==> config.mk <==
export PLATFORM = sky130hd
export DESIGN_NAME = input_source_arbiter
export DESIGN_NICKNAME = d
export VERILOG_FILES = /design/src/rtl/snes_pkg.sv /design/src/rtl/input_source_arbiter_source_monitor.sv /design/src/rtl/input_source_arbiter.sv
export SDC_FILE = /design/constraint.sdc
export NUM_CORES = 1
export LEC_CHECK = 0
export ABC_AREA = 1
export CORE_ASPECT_RATIO = 0.5
export CORE_MARGIN = 3
export CORE_UTILIZATION = 48
export CTS_CLUSTER_DIAMETER = 100
export DETAILED_ROUTE_END_ITERATION = 8
export PLACE_DENSITY_LB_ADDON = 0.05
export RECOVER_POWER = 50
export SLEW_MARGIN = 5
export SYNTH_ARGS = -nofsm -noshare
export SYNTH_HDL_FRONTEND = slang
export SYNTH_HIERARCHICAL = 1
export SYNTH_SLANG_ARGS = --single-unit
==> constraint.sdc <==
create_clock -name clk -period 2.8 [get_ports clk]
set_input_delay 0.42 -clock clk [delete_from_list [all_inputs] [get_ports clk]]
set_output_delay 0.42 -clock clk [all_outputs]
set_load 0.01 [all_outputs]
==> src/rtl/snes_pkg.sv <==
// Shared definitions for the NES/SNES controller datapath.
// Holds the button bit map, source and arbiter-state encodings, and the
// SOCD (opposing-direction) cleaning helper used at the output load.
package snes_pkg;

  localparam int unsigned BTN_W     = 12;
  localparam int unsigned BTN_UP    = 0;
  localparam int unsigned BTN_DOWN  = 1;
  localparam int unsigned BTN_LEFT  = 2;
  localparam int unsigned BTN_RIGHT = 3;
  localparam int unsigned BTN_START = 4;
  localparam int unsigned BTN_SEL   = 5;
  localparam int unsigned BTN_A     = 6;
  localparam int unsigned BTN_B     = 7;
  localparam int unsigned BTN_X     = 8;
  localparam int unsigned BTN_Y     = 9;
  localparam int unsigned BTN_L     = 10;
  localparam int unsigned BTN_R     = 11;

  typedef enum logic [1:0] {
    SRC_NONE = 2'd0,
    SRC_BB   = 2'd1,
    SRC_N64  = 2'd2,
    SRC_REM  = 2'd3
  } src_t;

  typedef enum logic [1:0] {
    ST_IDLE    = 2'd0,
    ST_OWN_BB  = 2'd1,
    ST_OWN_N64 = 2'd2,
    ST_OWN_REM = 2'd3
  } arb_state_t;

  // Opposing directions pressed together cancel each other out.
  function automatic logic [BTN_W-1:0] socd_filter(input logic [BTN_W-1:0] v);
    logic [BTN_W-1:0] r;
    r = v;
    if (v[BTN_UP] && v[BTN_DOWN]) begin
      r[BTN_UP]   = 1'b0;
      r[BTN_DOWN] = 1'b0;
    end
    if (v[BTN_LEFT] && v[BTN_RIGHT]) begin
      r[BTN_LEFT]  = 1'b0;
      r[BTN_RIGHT] = 1'b0;
    end
    return r;
  endfunction

endpackage

==> src/rtl/input_source_arbiter_source_monitor.sv <==
// source_monitor: per-source capture register and staleness tracker.
// Ports:
//   clk, reset (sync, active-low)
//   buttons/valid   : incoming vector and its 1-cycle frame strobe
//   eff_buttons     : captured vector, forced to 0 while stale
//   active          : any effective button pressed
//   stale           : no strobe seen for STALE_CYCLES cycles
module source_monitor
  import snes_pkg::*;
#(
  parameter int unsigned STALE_CYCLES = 600_000,
  parameter int unsigned CNT_W        = 24
) (
  input  logic             clk,
  input  logic             reset,
  input  logic [BTN_W-1:0] buttons,
  input  logic             valid,
  output logic [BTN_W-1:0] eff_buttons,
  output logic             active,
  output logic             stale
);

  logic [BTN_W-1:0] cap_q, cap_d;
  logic [CNT_W-1:0] stale_cnt_q, stale_cnt_d;

  // A strobe wins over saturation in the same cycle.
  always_comb begin
    cap_d       = cap_q;
    stale_cnt_d = stale_cnt_q;
    if (valid) begin
      cap_d       = buttons;
      stale_cnt_d = '0;
    end else if (stale_cnt_q != CNT_W'(STALE_CYCLES)) begin
      stale_cnt_d = stale_cnt_q + CNT_W'(1);
    end
  end

  always_ff @(posedge clk) begin
    if (!reset) begin
      cap_q       <= '0;
      stale_cnt_q <= CNT_W'(STALE_CYCLES);
    end else begin
      cap_q       <= cap_d;
      stale_cnt_q <= stale_cnt_d;
    end
  end

  assign stale       = (stale_cnt_q == CNT_W'(STALE_CYCLES));
  assign eff_buttons = stale ? '0 : cap_q;
  assign active      = |eff_buttons;

endmodule

==> src/rtl/input_source_arbiter.sv <==
// input_source_arbiter: shares the NES/SNES serializer between the button
// board, N64 receiver and remote receiver.
// Ports:
//   clk, reset (sync, active-low)
//   bb_/n64_/rem_buttons, *_valid : source vectors and frame strobes
//   latch       : console latch, already synchronised
//   buttons_out : frame-coherent vector, updated only on latch falling edge
//   active_src  : 0 none, 1 bb, 2 n64, 3 remote
//   src_switch  : 1-cycle pulse when active_src changes
module input_source_arbiter
  import snes_pkg::*;
#(
  parameter int unsigned HOLD_CYCLES  = 1_200_000,
  parameter int unsigned STALE_CYCLES = 600_000,
  parameter int unsigned CNT_W        = 24,
  parameter int unsigned SOCD_CLEAN   = 1
) (
  input  logic             clk,
  input  logic             reset,
  input  logic [BTN_W-1:0] bb_buttons,
  input  logic             bb_valid,
  input  logic [BTN_W-1:0] n64_buttons,
  input  logic             n64_valid,
  input  logic [BTN_W-1:0] rem_buttons,
  input  logic             rem_valid,
  input  logic             latch,
  output logic [BTN_W-1:0] buttons_out,
  output logic [1:0]       active_src,
  output logic             src_switch
);

  logic [BTN_W-1:0] bb_eff, n64_eff, rem_eff;
  logic             bb_act, n64_act, rem_act;
  logic             bb_stale, n64_stale, rem_stale;

  source_monitor #(.STALE_CYCLES(STALE_CYCLES), .CNT_W(CNT_W)) u_mon_bb (
    .clk(clk), .reset(reset), .buttons(bb_buttons), .valid(bb_valid),
    .eff_buttons(bb_eff), .active(bb_act), .stale(bb_stale)
  );
  source_monitor #(.STALE_CYCLES(STALE_CYCLES), .CNT_W(CNT_W)) u_mon_n64 (
    .clk(clk), .reset(reset), .buttons(n64_buttons), .valid(n64_valid),
    .eff_buttons(n64_eff), .active(n64_act), .stale(n64_stale)
  );
  source_monitor #(.STALE_CYCLES(STALE_CYCLES), .CNT_W(CNT_W)) u_mon_rem (
    .clk(clk), .reset(reset), .buttons(rem_buttons), .valid(rem_valid),
    .eff_buttons(rem_eff), .active(rem_act), .stale(rem_stale)
  );

  arb_state_t       state_q, state_d;
  logic [CNT_W-1:0] hold_q, hold_d;
  src_t             active_src_q, active_src_d;
  logic             src_switch_q, src_switch_d;
  logic             latch_q;
  logic [BTN_W-1:0] buttons_q, buttons_d;

  logic [BTN_W-1:0] own_vec;
  logic             own_act, own_stale, latch_fall;

  // Current owner view, taken from the registered state so a load on the
  // same edge as a state change still uses the pre-change owner.
  always_comb begin
    own_vec   = '0;
    own_act   = 1'b0;
    own_stale = 1'b0;
    case (state_q)
      ST_OWN_BB:  begin own_vec = bb_eff;  own_act = bb_act;  own_stale = bb_stale;  end
      ST_OWN_N64: begin own_vec = n64_eff; own_act = n64_act; own_stale = n64_stale; end
      ST_OWN_REM: begin own_vec = rem_eff; own_act = rem_act; own_stale = rem_stale; end
      default:    ;
    endcase
  end

  // Grants only leave IDLE, releases only enter it, so IDLE always lasts a cycle.
  always_comb begin
    state_d = state_q;
    hold_d  = hold_q;
    case (state_q)
      ST_IDLE: begin
        hold_d = '0;
        if (bb_act)       state_d = ST_OWN_BB;
        else if (n64_act) state_d = ST_OWN_N64;
        else if (rem_act) state_d = ST_OWN_REM;
      end
      default: begin
        if (own_stale) begin
          state_d = ST_IDLE;
          hold_d  = '0;
        end else if (own_act) begin
          hold_d = '0;
        end else if (hold_q == CNT_W'(HOLD_CYCLES - 1)) begin
          state_d = ST_IDLE;
          hold_d  = '0;
        end else begin
          hold_d = hold_q + CNT_W'(1);
        end
      end
    endcase
  end

  always_comb begin
    case (state_d)
      ST_OWN_BB:  active_src_d = SRC_BB;
      ST_OWN_N64: active_src_d = SRC_N64;
      ST_OWN_REM: active_src_d = SRC_REM;
      default:    active_src_d = SRC_NONE;
    endcase
    src_switch_d = (active_src_d != active_src_q);
  end

  assign latch_fall = ~latch & latch_q;

  always_comb begin
    buttons_d = buttons_q;
    if (latch_fall) begin
      buttons_d = (SOCD_CLEAN != 0) ? socd_filter(own_vec) : own_vec;
    end
  end

  always_ff @(posedge clk) begin
    if (!reset) begin
      state_q      <= ST_IDLE;
      hold_q       <= '0;
      active_src_q <= SRC_NONE;
      src_switch_q <= 1'b0;
      latch_q      <= 1'b0;
      buttons_q    <= '0;
    end else begin
      state_q      <= state_d;
      hold_q       <= hold_d;
      active_src_q <= active_src_d;
      src_switch_q <= src_switch_d;
      latch_q      <= latch;
      buttons_q    <= buttons_d;
    end
  end

  assign buttons_out = buttons_q;
  assign active_src  = active_src_q;
  assign src_switch  = src_switch_q;

endmodule

Word-level counts from Yosys, hierarchy flattened
Index checks and enable logic that the tools add are counted.
{"block": "op_classes", "n_addsub": 4, "eq_ne": 14, "mux": 22, "n_bitwise": 3, "n_reduce_logical": 13}
{"op": "$mux 20", "count": 6}
{"op": "$add 24x1->24 const B", "count": 4}
{"op": "$eq 24x20->1 const B", "count": 3}
{"op": "$ne 24x20->1 const B", "count": 3}
{"op": "$mux 12", "count": 3}
{"op": "$pmux 12 s3", "count": 1}
{"op": "$reduce_or 12->1", "count": 3}
{"op": "$eq 24x21->1 const B", "count": 1}
{"op": "$mux 2", "count": 9}
{"op": "$eq 2x2->1 const B", "count": 4}
{"op": "$pmux 1 s3", "count": 2}
{"op": "$pmux 2 s3", "count": 1}
{"op": "$reduce_bool 2->1", "count": 3}
{"op": "$reduce_or 2->1", "count": 3}
{"op": "$reduce_or 5->1", "count": 1}
{"op": "$eq 2x1->1 const B", "count": 2}
{"op": "$logic_and 1x1->1", "count": 2}
{"op": "$logic_not 2->1", "count": 1}
{"op": "$ne 2x2->1", "count": 1}
{"op": "$not 1->1", "count": 2}
{"op": "$and 1x1->1", "count": 1}
{"block": "word_totals", "regBits": 150, "in_bits": 42, "output_inout_bits": 15, "elab_cells": 71}

Depth between registers and ports, before layout
{"block": "depth", "ltp_word": 10, "mapped_depth": 17, "depth_no_buf": 16}

Hierarchy
Netlist, hierarchy kept.
{"module": "source_monitor", "instances": 3, "cells_each": 278, "area_each_um2": 1885.6, "seq_area_each_um2": 720.7}
{"module": "input_source_arbiter", "instances": 1, "cells_each": 335, "area_each_um2": 2198.4, "seq_area_each_um2": 820.8}

Worst setup path before layout
No wires, ideal clock.
{"block": "synth_path", "kind": "register -> register", "from": "register u_mon_rem.stale_cnt_q[0]", "to": "register src_switch_q (netlist: src_switch)", "setup_ps": 128, "t_arrival_ps": 1817, "required_ps": 2672, "path_slack_ps": 855, "stages_incl_launch_ff": 17, "n_path_buf": 1, "synth_period_minus_slack_ps": 1945, "cell_sequence": "dfxtp_1 -> inv_1 -> ha_1 -> nand3_1 -> nor2_1 -> nand3_1 -> buf_2 -> o41ai_1 -> nand3_1 -> nand2_1 -> nand2_1 -> nor2_1 -> nand3_1 -> nand2_1 -> a21oi_1 -> nor2_1 -> nor2_1"}
{"block": "synth_via", "elab_chain_cells": 10, "word_cells_on_any_way": 16, "classes_between": "5 x eq/ne; 10 x mux; 1 x reduce/logical"}
{"item": "start, declared", "line_no": "input_source_arbiter_source_monitor.sv:24", "rtl": "logic [CNT_W-1:0] stale_cnt_q, stale_cnt_d;"}
{"item": "start signal, assigned", "line_no": "input_source_arbiter_source_monitor.sv:41", "rtl": "stale_cnt_q <= CNT_W'(STALE_CYCLES);"}
{"item": "start signal, assigned", "line_no": "input_source_arbiter_source_monitor.sv:44", "rtl": "stale_cnt_q <= stale_cnt_d;"}
{"item": "$eq 24x20->1 (*)", "line_no": "input_source_arbiter_source_monitor.sv:48", "rtl": "assign stale = (stale_cnt_q == CNT_W'(STALE_CYCLES));"}
{"item": "$mux 12 (*)", "line_no": "input_source_arbiter_source_monitor.sv:49", "rtl": "assign eff_buttons = stale ? '0 : cap_q;"}
{"item": "$reduce_or 12->1 (*)", "line_no": "input_source_arbiter_source_monitor.sv:50", "rtl": "assign active = |eff_buttons;"}
{"item": "via rem_act", "line_no": "input_source_arbiter.sv:33", "rtl": "logic bb_act, n64_act, rem_act;"}
{"item": "$pmux 1 s3 or $mux 2 (tied branches)", "line_no": "input_source_arbiter.sv:65, input_source_arbiter.sv:82"}
{"item": "$mux 2, on equally long branches", "line_no": "input_source_arbiter.sv:88, input_source_arbiter.sv:81"}
{"item": "$mux 2, on equally long branches", "line_no": "input_source_arbiter.sv:85, input_source_arbiter.sv:80"}
{"item": "$mux 2 (*)", "line_no": "input_source_arbiter.sv:77", "rtl": "case (state_q)"}
{"item": "$eq 2x2->1 or $eq 2x1->1 (tied branches)", "line_no": "input_source_arbiter.sv:101", "rtl": "case (state_d)"}
{"item": "$pmux 2 s3 (*)", "line_no": "input_source_arbiter.sv:101"}
{"item": "$ne 2x2->1 (*)", "line_no": "input_source_arbiter.sv:107", "rtl": "src_switch_d = (active_src_d != active_src_q);"}
{"item": "end signal, assigned", "line_no": "input_source_arbiter.sv:131", "rtl": "src_switch_q <= src_switch_d;"}
{"item": "end, declared", "line_no": "input_source_arbiter.sv:52", "rtl": "logic src_switch_q, src_switch_d;"}
The timed path passes the listed nets; every way through them passes the cells marked *.
A chain may end at the register's enable or synchronous reset.

Final worst setup path
{"block": "layout_path", "from": "register u_mon_n64.stale_cnt_q[0]", "to": "register src_switch_q (netlist: src_switch)"}
{"block": "layout_via", "elab_chain_cells": 10, "word_cells_on_any_way": 15, "classes_between": "5 x eq/ne; 9 x mux; 1 x reduce/logical"}
{"item": "start, declared", "line_no": "input_source_arbiter_source_monitor.sv:24"}
{"item": "start signal, assigned", "line_no": "input_source_arbiter_source_monitor.sv:41"}
{"item": "start signal, assigned", "line_no": "input_source_arbiter_source_monitor.sv:44"}
{"item": "$eq 24x20->1 (*)", "line_no": "input_source_arbiter_source_monitor.sv:48"}
{"item": "$mux 12 (*)", "line_no": "input_source_arbiter_source_monitor.sv:49"}
{"item": "$reduce_or 12->1 (*)", "line_no": "input_source_arbiter_source_monitor.sv:50"}
{"item": "via n64_act", "line_no": "input_source_arbiter.sv:33"}
{"item": "$pmux 1 s3", "line_no": "input_source_arbiter.sv:65", "rtl": "case (state_q)"}
{"item": "$mux 2", "line_no": "input_source_arbiter.sv:88", "rtl": "end else if (own_act) begin"}
{"item": "$mux 2", "line_no": "input_source_arbiter.sv:85", "rtl": "if (own_stale) begin"}
{"item": "$mux 2 (*)", "line_no": "input_source_arbiter.sv:77"}
{"item": "$eq 2x2->1 or $eq 2x1->1 (tied branches)", "line_no": "input_source_arbiter.sv:101"}
{"item": "$pmux 2 s3 (*)", "line_no": "input_source_arbiter.sv:101"}
{"item": "$ne 2x2->1 (*)", "line_no": "input_source_arbiter.sv:107"}
Marks and branches as above.

==> metrics.md <==
| Metric | Value |
|---|---|
| Hold WC Path Type | `flip-flop to flip-flop` |
| Reg2reg path depth | `15` |
| Area growth from synthesis to layout | `17.5%` |
| Wire length per cell | `12.4 um` |
| CP startpoint | `u_mon_n64/stale_cnt_q[0]` |
| Comb pwr share | `7.9%` |
| First-pass GRT wire length | `30.9 mm` |
| Crit start category | `flip-flop` |
| Num CTS Buffers | `17` |
| Dpl cell area | `8630 um^2` |
| Flop-to-flop setup slack | `0.32 ns` |
| Worst Skew | `0.0110 ns` |
| Crit path kind | `flip-flop to flip-flop` |
| Hold Slack | `0.450 ns` |
| Largest net degree at the start of global routing | `23` |
| Ant. Diodes | `0` |
| Routed Antenna Nets | `0` |
| Clk slew on worst S/H paths | `0.07 ns` |
| Longest Clk Path Bufs | `2` |
| Maxcap violations | `0` |
| Setup TNS | `0 ns` |
| Worst hold path depth | `1` |
| Routability cong. | `0.907` |
| Worst r2r dst | `src_switch` |
| DR WL met2 | `8.33 mm` |
| Sw Ratio | `24.6%` |
| Max-slew headroom | `45.1%` |
| Crit path DAT | `2.78 ns` |
| I/O pin total | `57` |
| Most instantiated library cell after synthesis | `nand2_1` |
| Worst setup EP type | `flip-flop` |
| Number of vias per cell | `4.95` |
| Synth Instances | `1169` |
| Yosys warnings | `6` |
| Number of nets in the layout | `1279` |
| Total gr overflow | `0` |
| Reg power frac | `44.6%` |
| CTS Sinks | `149` |
| RSZ-0062 raised after global routing | `false` |
| Synth top area share | `38.0%` |
| Root Buffer | `clkbuf_16` |
| Overall routing resource usage | `20.8%` |
| Mapped Area | `7860 um^2` |
| Clock network fraction of design power | `47.6%` |
| DRT met1 WL | `8.94 mm` |
| Worst EP required | `3.10 ns` |
| Vias | `7243` |
| P_leak | `4.11 nW` |
| Yosys reg bits | `149` |
| FFs w/ async S/R, synth | `0%` |
| Core area | `15700 um^2` |
| DRT iter0 DRCs | `263` |
| Clock Latency Late Sink | `0.42 ns` |
| Outcome | `completed` |
| Syn_area_per_cell | `6.72 um^2` |
| Final setup fails | `0` |
| Yosys top cell by area | `dfxtp_1` |
| Core Rows | `32` |
| PnR Total Power | `5.08 mW` |
| Share of cells above drive strength 1 | `9.57%` |
| Die area | `18000 um^2` |
| Yosys cell types | `39` |
| DRC Markers | `0` |
| Initial core utilization | `50.0%` |
| Worst IR Drop VDD | `0.461 mV` |
| Post-Layout Inst Area | `9230 um^2` |
| Slew Limit Fails | `0` |
| Drt total wl | `18.1 mm` |
| Post-CTS sizing | `0` |
| Vias in the first global route | `6761` |
| Worst slew pin tran | `0.824 ns` |
| Seq/Total Area, Yosys | `38.0%` |
| Port Buf Inserts | `56` |
| Pre-Repair DR Iteration Count | `5` |
| DPL Wire Length | `13.5 mm` |
| Chip width | `187 um` |
| Initial antenna violation count | `0` |
| CTS tree | `yes` |
| Minimum clock period | `2.48 ns` |
| H-tree depth | `4` |
| Post-CTS setup buffer count | `0` |
| Max layer used | `met4` |
| R2R Path Start | `u_mon_n64/stale_cnt_q[0]` |
| Sw Pwr | `1.25 mW` |
| Maximum clock frequency | `403 MHz` |
| Commonest cells post-synth | `270 x nand2_1, 194 x nor2_1, 149 x dfxtp_1` |
| Post-Syn Nets | `1218` |
| # fillers | `1532` |
| Period utilization | `88.7%` |
| Hold Path Sink | `hold_q[0]` |
| Top_reg_cell synth | `dfxtp_1` |
| Final Hold Viols | `0` |
| # hold bufs at CTS | `0` |
| Die height | `96.5 um` |
| Post-synth EDFFs | `0` |
| Top fanout value on the critical path | `13` |
| Metal3 WL | `713 um` |
| Internal power | `3.84 mW` |
| Pwr/cell area | `551 nW/um^2` |
| Hold_sp | `hold_q[0]` |
| Synth area leaders | `dfxtp_1 38%, nand2_1 13%, nor2_1 9.3%` |
worst max path at each step:
stage                       to
floorplan           src_switch
global placement    src_switch
detailed placement  src_switch
CTS                 src_switch
global route        src_switch
finish              src_switch
per-stage QoR:
stage | setup WS (ns) | utilization, % | instances
finish | 0.318 | 58.8 | 1464
global route | 0.0217 | 58.8 | 1464
CTS | 0.350 | 59.0 | 1464
detailed placement | 0.363 | 55.0 | 1432
global placement | 0.447 | 55.0 | 1432
floorplan | 0.855 | - | 1169
layer usage:
layer,global-route usage [%],up-vias
met2,36.2,131
met1,26.8,3260
met4,5.41,0
li1,-,3837
met5,0,-
met3,4.43,15
cell type report:
| class | count | area (um^2) | share of cell area (%) |
|---|---|---|---|
| multi-input cells | 829 | 4070 | 44.1 |
| repair buffers | 72 | 653 | 7.08 |
| clock inverters | 12 | 166 | 1.80 |
| well taps | 221 | 277 | 3.00 |
| flip-flops and latches | 149 | 2980 | 32.3 |
| clock buffers | 20 | 457 | 4.95 |
| inverters | 161 | 619 | 6.71 |
power by group through the flow:
stage | Sequential (mW) | Clock (mW) | Combinational (mW)
after global placement | 2.31 | 0 | 0.398
after global routing | 2.28 | 2.56 | 0.459
after detailed placement | 2.31 | 0 | 0.404
after CTS | 2.27 | 2.46 | 0.406
final | 2.27 | 2.42 | 0.400
after floorplan | 2.30 | 0 | 0.266
critical path: stages, from the launching register on:
cell and delay, ns:
dfxtp_1 0.34, inv_1 0.07, ha_1 0.15, nand3_1 0.08, nor2_1 0.11, nand3_1 0.37
o41ai_1 0.21, nand3_1 0.22, nand2_1 0.11, nand2_1 0.05, nor2_1 0.16, nand3_1 0.13
nand2_1 0.13, a21oi_1 0.08, nor2_1 0.11, nor2_1 0.04
layout by cell type, fill, tap and decap left out, types with 5 or more instances in the layout:
cell type          n
a21oi_1           67
buf_4             10
clkbuf_1           7
clkbuf_16         17
clkdlybuf4s50_1   53
dfxtp_1          149
ha_1               7
inv_1            142
inv_2             16
inv_6              8
nand2_1          271
nand2_2            7
nand2_4           12
nand3_1           68
nand4_1           18
nor2_1           194
nor2_2            11
nor2_4            11
nor3_1            19
nor3_2             6
o21ai_0           78
o21ai_1            5
o41ai_1            9
xnor2_1            9
xor2_1             6
registers in the layout, indices dropped and copies added, names as in the netlist, 2 cells and up:
register               flops
hold_q                    24
u_mon_bb/stale_cnt_q      24
u_mon_n64/stale_cnt_q     24
u_mon_rem/stale_cnt_q     24
buttons_out               12
u_mon_bb/cap_q            12
u_mon_n64/cap_q           12
u_mon_rem/cap_q           12
state_q                    2
cell families after synthesis:
kind of cell | count (synthesis) | share of synthesized area (%)
xor+xnor | 15 | 1.67
flops | 149 | 38.0
buf+inv | 191 | 10.1
fa+ha+maj | 7 | 1.11
simple gates | 632 | 37.1
compound gates | 175 | 12.1
Power figures use the tool's default switching activity.
